File: config.mk
export PLATFORM = sky130hd
export DESIGN_NAME = mult16_share_arbiter_flat
export DESIGN_NICKNAME = d
export VERILOG_FILES = /design/src/rtl/mult16_share_arbiter_if.sv /design/src/rtl/mult16_share_arbiter.sv /design/src/flat_wrapper.sv
export SDC_FILE = /design/constraint.sdc
export NUM_CORES = 1
export LEC_CHECK = 0
export CAP_MARGIN = 20
export CELL_PAD_IN_SITES_DETAIL_PLACEMENT = 0
export CELL_PAD_IN_SITES_GLOBAL_PLACEMENT = 1
export CORE_MARGIN = 8
export CORE_UTILIZATION = 42
export DETAILED_ROUTE_END_ITERATION = 16
export GPL_TIMING_DRIVEN = 1
export PLACE_DENSITY_LB_ADDON = 0.1
export RECOVER_POWER = 50
export SLEW_MARGIN = 20
export SYNTH_ARGS = -nofsm -noshare
export SYNTH_HDL_FRONTEND = slang
export SYNTH_SLANG_ARGS = --single-unit
File: constraint.sdc
create_clock -name clk -period 8.2 [get_ports clk]
set_input_delay 2.46 -clock clk [delete_from_list [all_inputs] [get_ports clk]]
set_output_delay 2.46 -clock clk [all_outputs]
set_load 0.05 [all_outputs]
File: src/rtl/mult16_share_arbiter_if.sv
// Bus between the requesting datapaths, the result consumer and the shared
// 16x16 multiplier front-end.
//   req_valid / req_ready : per-requester operand handshake, bit i = requester i
//   req_a / req_b         : packed 16-bit operands, lane i at [16i+15:16i]
//   rsp_valid / rsp_ready : result handshake
//   rsp_id / rsp_p        : owning requester index and 32-bit unsigned product
// master = requesters + consumer side, slave = the arbiter.
interface mult16_share_arbiter_if #(
    parameter int unsigned NREQ = 4
) ();
    localparam int unsigned IDW = (NREQ > 1) ? $clog2(NREQ) : 1;
    localparam int unsigned DW  = 16;
    localparam int unsigned PW  = 32;

    logic [NREQ-1:0]    req_valid;
    logic [NREQ-1:0]    req_ready;
    logic [DW*NREQ-1:0] req_a;
    logic [DW*NREQ-1:0] req_b;
    logic               rsp_valid;
    logic               rsp_ready;
    logic [IDW-1:0]     rsp_id;
    logic [PW-1:0]      rsp_p;

    modport master (
        output req_valid, req_a, req_b, rsp_ready,
        input  req_ready, rsp_valid, rsp_id, rsp_p
    );

    modport slave (
        input  req_valid, req_a, req_b, rsp_ready,
        output req_ready, rsp_valid, rsp_id, rsp_p
    );
endinterface

File: src/rtl/mult16_share_arbiter.sv
// Time-shares one 16x16 unsigned multiplier among NREQ requesters.
// Round-robin picks one operand pair at a time, the product is computed over
// a fixed LAT-cycle window and the tagged result is held until consumed.
//   clk      : rising-edge clock
//   rst      : synchronous active-high reset
//   bus      : slave side of mult16_share_arbiter_if (request/response handshakes)
//   busy     : high in every state except IDLE
//   done_cnt : completed response handshakes, wraps at 16 bits
module mult16_share_arbiter #(
    parameter int unsigned NREQ = 4,
    parameter int unsigned LAT  = 2
) (
    input  logic                  clk,
    input  logic                  rst,
    mult16_share_arbiter_if.slave bus,
    output logic                  busy,
    output logic [15:0]           done_cnt
);
    localparam int unsigned IDW   = (NREQ > 1) ? $clog2(NREQ) : 1;
    localparam int unsigned DW    = 16;
    localparam int unsigned PW    = 32;
    localparam int unsigned CW    = 16;
    localparam int unsigned CNT_W = 3;
    // CALC lasts LAT-1 cycles; the counter expires when it reads zero.
    localparam logic [CNT_W-1:0] CNT_INIT = CNT_W'((LAT > 1) ? (LAT - 2) : 0);

    typedef enum logic [1:0] {
        S_IDLE = 2'd0,
        S_CALC = 2'd1,
        S_DONE = 2'd2
    } state_t;

    state_t            state_q, state_d;
    logic [IDW-1:0]    ptr_q, ptr_d;
    logic [CNT_W-1:0]  cnt_q, cnt_d;
    logic [DW-1:0]     a_q, b_q;
    logic [IDW-1:0]    id_q;
    logic [PW-1:0]     rsp_p_q;
    logic [IDW-1:0]    rsp_id_q;
    logic              rsp_valid_q;
    logic              busy_q;
    logic [CW-1:0]     done_cnt_q;

    logic              found_c;
    logic [IDW-1:0]    gidx_c;
    logic [IDW-1:0]    cand_c;
    logic [NREQ-1:0]   grant_c;
    logic              accept_c;
    logic              load_rsp_c;
    logic              rsp_hs_c;
    logic [DW-1:0]     a_sel_c, b_sel_c;
    logic [DW-1:0]     op_a_c, op_b_c;
    logic [IDW-1:0]    id_src_c;
    logic [PW-1:0]     prod_c;

    // Round-robin search: first valid requester at or above ptr, wrapping.
    always_comb begin
        found_c = 1'b0;
        gidx_c  = '0;
        cand_c  = '0;
        for (int unsigned k = 0; k < NREQ; k++) begin
            cand_c = IDW'((32'(ptr_q) + k) % NREQ);
            if (!found_c && bus.req_valid[cand_c]) begin
                found_c = 1'b1;
                gidx_c  = cand_c;
            end
        end
    end

    // Operands of the currently selected requester.
    assign a_sel_c = bus.req_a[32'(gidx_c) * DW +: DW];
    assign b_sel_c = bus.req_b[32'(gidx_c) * DW +: DW];

    // With LAT=1 the product is taken straight from the bus at acceptance.
    assign op_a_c   = (LAT == 1) ? a_sel_c : a_q;
    assign op_b_c   = (LAT == 1) ? b_sel_c : b_q;
    assign id_src_c = (LAT == 1) ? gidx_c  : id_q;
    assign prod_c   = PW'(op_a_c) * PW'(op_b_c);

    // State register.
    always_ff @(posedge clk) begin
        if (rst) begin
            state_q <= S_IDLE;
        end else begin
            state_q <= state_d;
        end
    end

    // Next-state and control decode.
    always_comb begin
        state_d    = state_q;
        ptr_d      = ptr_q;
        cnt_d      = cnt_q;
        grant_c    = '0;
        accept_c   = 1'b0;
        load_rsp_c = 1'b0;
        rsp_hs_c   = 1'b0;
        case (state_q)
            S_IDLE: begin
                // Grant is never issued while reset is asserted.
                if (found_c && !rst) begin
                    grant_c[gidx_c] = 1'b1;
                    accept_c        = 1'b1;
                    ptr_d           = (gidx_c == IDW'(NREQ - 1)) ? '0 : gidx_c + IDW'(1);
                    if (LAT == 1) begin
                        load_rsp_c = 1'b1;
                        state_d    = S_DONE;
                    end else begin
                        cnt_d   = CNT_INIT;
                        state_d = S_CALC;
                    end
                end
            end
            S_CALC: begin
                if (cnt_q == '0) begin
                    load_rsp_c = 1'b1;
                    state_d    = S_DONE;
                end else begin
                    cnt_d = cnt_q - CNT_W'(1);
                end
            end
            S_DONE: begin
                if (bus.rsp_ready) begin
                    rsp_hs_c = 1'b1;
                    state_d  = S_IDLE;
                end
            end
            default: begin
                state_d = S_IDLE;
            end
        endcase
    end

    // Datapath and registered outputs.
    always_ff @(posedge clk) begin
        if (rst) begin
            ptr_q       <= '0;
            cnt_q       <= '0;
            a_q         <= '0;
            b_q         <= '0;
            id_q        <= '0;
            rsp_p_q     <= '0;
            rsp_id_q    <= '0;
            rsp_valid_q <= 1'b0;
            busy_q      <= 1'b0;
            done_cnt_q  <= '0;
        end else begin
            ptr_q <= ptr_d;
            cnt_q <= cnt_d;
            if (accept_c) begin
                a_q  <= a_sel_c;
                b_q  <= b_sel_c;
                id_q <= gidx_c;
            end
            if (load_rsp_c) begin
                rsp_p_q  <= prod_c;
                rsp_id_q <= id_src_c;
            end
            rsp_valid_q <= (state_d == S_DONE);
            busy_q      <= (state_d != S_IDLE);
            if (rsp_hs_c) begin
                done_cnt_q <= done_cnt_q + CW'(1);
            end
        end
    end

    assign bus.req_ready = grant_c;
    assign bus.rsp_valid = rsp_valid_q;
    assign bus.rsp_id    = rsp_id_q;
    assign bus.rsp_p     = rsp_p_q;
    assign busy          = busy_q;
    assign done_cnt      = done_cnt_q;
endmodule

File: src/flat_wrapper.sv
// flat-port wrapper written by rule: the top's interface ports become plain ports
module mult16_share_arbiter_flat 
#(
    parameter int unsigned NREQ = 4,
    parameter int unsigned LAT  = 2
)
  (clk, rst, busy, done_cnt, bus_req_valid, bus_req_a, bus_req_b, bus_rsp_ready, bus_req_ready, bus_rsp_valid, bus_rsp_id, bus_rsp_p);
  mult16_share_arbiter_if #(.NREQ(NREQ)) bus_i ();
  input  logic clk;
  input  logic rst;
  output logic busy;
  output logic [15:0] done_cnt;
  input wire logic [$bits(bus_i.req_valid)-1:0] bus_req_valid;
  input wire logic [$bits(bus_i.req_a)-1:0] bus_req_a;
  input wire logic [$bits(bus_i.req_b)-1:0] bus_req_b;
  input wire logic [$bits(bus_i.rsp_ready)-1:0] bus_rsp_ready;
  output wire logic [$bits(bus_i.req_ready)-1:0] bus_req_ready;
  output wire logic [$bits(bus_i.rsp_valid)-1:0] bus_rsp_valid;
  output wire logic [$bits(bus_i.rsp_id)-1:0] bus_rsp_id;
  output wire logic [$bits(bus_i.rsp_p)-1:0] bus_rsp_p;
  assign bus_i.req_valid = bus_req_valid;
  assign bus_i.req_a = bus_req_a;
  assign bus_i.req_b = bus_req_b;
  assign bus_i.rsp_ready = bus_rsp_ready;
  assign bus_req_ready = bus_i.req_ready;
  assign bus_rsp_valid = bus_i.rsp_valid;
  assign bus_rsp_id = bus_i.rsp_id;
  assign bus_rsp_p = bus_i.rsp_p;
  mult16_share_arbiter #(.NREQ(NREQ), .LAT(LAT)) u_core (.clk(clk), .rst(rst), .bus(bus_i), .busy(busy), .done_cnt(done_cnt));
endmodule
# == Word-level counts from Yosys, hierarchy flattened ==
# Index checks and enable logic that the tools add are counted.
# classes
reduce_logical,15
n_eq_ne,6
muxes,34
multipliers,1
add_sub_neg,6
n_shift,2
n_div,0
n_lt_le_gt_ge,6
bitwise_logic,0
# ops
cell,count
variable part select 64 x 7 -> 16 bit,2
multiplier 16 x 16 -> 32 bit,1
adder 16 x 1 -> 16 bit (second input constant),1
two-way mux 2 bit,8
less-than comparator 2 x 3 -> 1 bit (second input constant),5
two-way mux 1 bit,15
binary-select mux 1 bit (select 2 bit),4
two-way mux 4 bit,2
== test 2 bit (second input constant),3
two-way mux 3 bit,2
one-hot mux 2 bit (3 select lines),1
one-hot mux 3 bit (2 select lines),1
logical AND 1 bit,5
adder 2 x 1 -> 2 bit (second input constant),2
adder 2 bit (second input constant),2
logical NOT 1 bit,4
nonzero test 2 bit,2
logical NOT 3 bit,1
AND reduction 3 bit,1
subtractor 3 x 1 -> 3 bit (second input constant),1
demux 1 bit (select 2 bit),1
== test 2 x 1 -> 1 bit (second input constant),1
greater-or-equal comparator 2 x 1 -> 1 bit (second input constant),1
logical NOT 2 bit,1
other kinds (3),3
# word_totals
romBits,0
memories,0
out_inout_bits,56
wordCells,81
ram_bits,0
register_bits,93
latchBits,0
inputBits,135

# == Logic depth before layout (Yosys ltp) ==
# logic_depth
ltp_word,18
ltp_mapped,23
depth_no_buf,20

# == Worst setup path after synthesis ==
# No wires, ideal clock.
# synth_path
path_kind,input port to output port
startpoint,input bus_req_valid[0]
endpoint,output bus_req_ready[3]
n_path_buf,2
required_time_ps,5740
path_stages,8
arrival_ps,4069
slack_ps,1671
path_cell_list,a21oi_1 -> o21a_1 -> o22ai_1 -> inv_1 -> clkbuf_1 -> clkbuf_1 -> ha_1 -> and2_1
# synth_via
elab_chain_len,18
word_cells_on_any_way,30
cone_classes,2 x order compare; 20 x mux; 8 x reduce/logical
# synth_rtl
item,line,rtl
"start, declared",flat_wrapper.sv:13,input wire logic [$bits(bus_i.req_valid)-1:0] bus_req_valid;
binary-select mux 1 bit (select 2 bit),mult16_share_arbiter.sv:63,if (!found_c && bus.req_valid[cand_c]) begin
two-way mux 1 bit (not written as such),mult16_share_arbiter.sv:63,
two-way mux 1 bit,mult16_share_arbiter.sv:63,
logical NOT 1 bit,mult16_share_arbiter.sv:63,
logical AND 1 bit,mult16_share_arbiter.sv:63,
two-way mux 1 bit,mult16_share_arbiter.sv:63,
logical NOT 1 bit,mult16_share_arbiter.sv:63,
logical AND 1 bit,mult16_share_arbiter.sv:63,
(+3 left out),n/a,
two-way mux 2 bit *,mult16_share_arbiter.sv:63,
named net u_core.gidx_c[1],mult16_share_arbiter.sv:45,logic [IDW-1:0] gidx_c;
less-than comparator 2 x 3 -> 1 bit (not written as such) or greater-or-equal comparator 2 x 1 -> 1 bit (tied branches),mult16_share_arbiter.sv:102,grant_c[gidx_c] = 1'b1;
logical AND 1 bit (not written as such),mult16_share_arbiter.sv:102,
two-way mux 1 bit (not written as such),mult16_share_arbiter.sv:102,
demux 1 bit (select 2 bit) *,n/a,
two-way mux 4 bit *,mult16_share_arbiter.sv:101,if (found_c && !rst) begin
two-way mux 4 bit *,mult16_share_arbiter.sv:98,case (state_q)
"end, declared",flat_wrapper.sv:17,output wire logic [$bits(bus_i.req_ready)-1:0] bus_req_ready;
# The timed path passes the listed nets; every way through them passes the cells marked *. The select of a mux whose other input is x is not followed.

# == Final worst setup path ==
# layout_path
startpoint,input bus_req_valid[3]
endpoint,output bus_req_ready[0]
# Same word-level chain as after synthesis.

==> metrics.md <==
| Metric | Value |
|---|---|
| Main synth FF type | `dfxtp_1` |
| CTS resizes | `0` |
| GPL Wtd Cong | `0.8767` |
| Hold Crit Class | `reg2reg` |
| Clk Latency, worst-skew pair | `0.37 ns` |
| Die ar. | `37000 sq um` |
| Critical setup path kind | `in2out` |
| Placement row count | `64` |
| WL/cell | `approximately 19 um` |
| Die height | `192.4 um` |
| X dimension of the die | `192.4 um` |
| Ys async rst share | `0` |
| Syn avg cell area | `8.210 sq um` |
| Area leader, netlist | `fa_1` |
| F_max | `0.1388 GHz` |
| Int Pwr | `roughly 1.3 mW` |
| RSZ-0062 raised after global routing | `no` |
| Period Utilization, post-route | `0.8785` |
| Status | `finished with violations` |
| Antenna Cells | `0` |
| Pin count of the biggest net entering global routing | `65` |
| Synth Net Count | `2031` |
| I/O Buffers | `190` |
| Crit path max-delay family | `buffers and inverters` |
| Crit path cell chain | `clkdlybuf4s50_1 -> nor2_1 -> nor3_2 -> inv_1 -> ha_1 -> and2_1 -> clkdlybuf4s50_1` |
| Setup TNS | `0 ns` |
| Failing checks | `max-capacitance violations, max-slew violations` |
| Syn Std Cell Area | `~13000 sq um` |
| Routed wire length | `approximately 39000 um` |
| Sequential share of the synthesized area | `0.1425` |
| Sw frac | `0.5020` |
| Global-route wire length before repair | `65140 um` |
| Worst-Margin Slew | `2.540 ns` |
| Top cells by area, synth | `fa_1 30%, dfxtp_1 14%, ha_1 11%` |
| Detailed Route Iter0 Violations | `around 610` |
| Place WS | `0.9908 ns` |
| Slew Viols, Final | `60` |
| Root Buffer | `clkbuf_16` |
| Initial Util | `0.4270` |
| Nets | `2166` |
| CP max stage cell | `clkdlybuf4s50_1` |
| Util after Layout | `0.5095` |
| Critical path's most frequent cell | `clkdlybuf4s50_1` |
| Fin. Hold Viols | `0` |
| CP Data Required Time | `5.74 ns` |
| WP data arrival | `~4.7 ns` |
| Postcts setup bufs | `0` |
| CTS max path bufs | `2` |
| Crit path capture type | `output port` |
| CTS Buf Count | `9` |
| DP Area | `15280 sq um` |
| Post-CTS Hold Buffers | `0` |
| Setup Skew | `0.01360 ns` |
| Clock power share | `0.173` |
| Slew headroom | `-0.6931` |
| Final worst slack | `~1 ns` |
| Post-synth EDFFs | `0` |
| Commonest non-fill, non-tap cells in the layout | `320 x nand2_1, 238 x inv_1, 194 x fa_1` |
| Finished Cell Area | `approximately 16000 sq um` |
| NetSw | `1.316 mW` |
| Grt ovf | `0` |
| Clk sinks | `93` |
| Logic pwr share | `0.560` |
| Detail Placement HPWL | `30220 um` |
| Clock-pin slew on the worst setup and hold paths | `~0.090 ns` |
| Core ar. | `between 30000 and 40000 sq um` |
| CP max FO | `7` |
| Synth top area share | `0.2973` |
| Post-route minimum period | `7.204 ns` |
| Number of global-route vias before repair | `11857` |
| DRC Markers | `0` |
| Commonest non-fill, non-tap cell in the layout | `nand2_1` |
| Via count | `11136` |
| Leakage | `~7.6 nW` |
| Maximum vdd drop | `roughly 0.12 mV` |
| Critical Path Source Type | `primary input` |
| Flop pwr share | `0.267` |
| Yosys synthesis warning count | `0` |
| Max-Cap Viols | `1` |
| Synth Instances | `1591` |
| Fraction of layout cells with a size suffix above 1 | `0.03466` |
| Power Density | `168.2 nW/um^2` |
| Final setup vio count | `0` |
| Vias/cell | `5.236` |
| Synth cell types | `between 70 and 80` |
| Ports | `191` |
| Worst path bufs/invs | `3` |
| Max stage delay on crit path | `0.69 ns` |
| Gr usage total | `0.2221` |
| Initial antenna violation count | `0` |
| Initial DRT Pass Iterations | `5` |
| H-tree levels | `3` |
| CTS tree | `yes` |
| Area Growth Syn to Fin | `19.31%` |
| Synth Register Bits | `93` |
| Number of routed nets with antenna violations | `0` |
[registers in the layout, summed over array words and instances, names as in the netlist]
name / count
u_core.a_q: 16
u_core.ptr_q: 2
u_core.bus.rsp_id: 2
u_core.done_cnt: 16
u_core.bus.rsp_p: 32
u_core.b_q: 16
u_core.busy: 1
u_core.state_q: 2
u_core.id_q: 2
u_core.cnt_q: 3
u_core.bus.rsp_valid: 1
[routing by layer]
metal	GRT usage	part of all wire
met1	0.2986	0.46
met2	0.3726	0.48
met3	0.03506	0.054
met4	0.04671	0.013
met5	0	0
[through the flow]
stage          power [mW]  hold slack [ns]  std cells
2_1_floorplan       1.632           0.4316       1591
3_3_place_gp        2.163           0.4391       2111
3_5_place_dp        2.164           0.4444       2111
4_1_cts             2.651           0.4605       2127
5_1_grt             2.846           0.4754       2127
6_report            2.621           0.4505       2127
[logic make-up after synthesis]
family | count (synthesis) | synth area share
simple gates | 590 | 0.2149
buf+inv | 322 | 0.09339
fa+ha+maj | 305 | 0.4036
compound gates | 252 | 0.1256
flops | 93 | 0.1425
xor+xnor | 24 | 0.01609
mux | 5 | 0.003832
[final timing paths]
check / from / end / slack [ns] / cells past startpoint
setup reg to reg: u_core.a_q[10] / u_core.bus.rsp_p[30] / 1.58 / 19
setup / recovery: bus_req_valid[3] / bus_req_ready[0] / 1.0 / 7
hold reg to reg: u_core.id_q[1] / u_core.bus.rsp_id[1] / 0.45 / 2
hold / removal: u_core.id_q[1] / u_core.bus.rsp_id[1] / 0.45 / 2
[tightest hold or removal path: cells and delay by family (launching register included)]
family          cells  cell delay, ns
compound gates      1            0.05
flops               1            0.32
simple gates        1            0.05
[cell type report]
type	instances	area, sq um
sequential	93	1862
multi-input combinational	1176	10010
clock buffer	9	225.2
timing repair buffer	207	2016
fill	3021	15000
tap	396	495.5
inverter	239	897.1
clock inverter	7	78.83
[cell usage after synthesis (6+ instances only)]
master    instances
ha_1            111
a21oi_1         122
a21o_1           16
xnor2_1          12
clkbuf_1         72
dfxtp_1          93
o31ai_1           6
buf_1             7
nor3_1           11
fa_1            194
a211o_1          35
nor2_1           42
nand3_1          19
or3_1            10
nand2_1         320
and2_1          133
nand4_1           9
nand3b_1         12
o21ai_0          22
inv_1           239
xor2_1           12
[power by group through the flow]
stage	clock network (mW)	logic, mW	registers, mW
4_1_cts	0.466	1.49	0.697
3_3_place_gp	0	1.46	0.706
5_1_grt	0.482	1.66	0.708
3_5_place_dp	0	1.46	0.706
2_1_floorplan	0	0.976	0.656
6_report	0.454	1.47	0.699
Power figures use the tool's default switching activity.
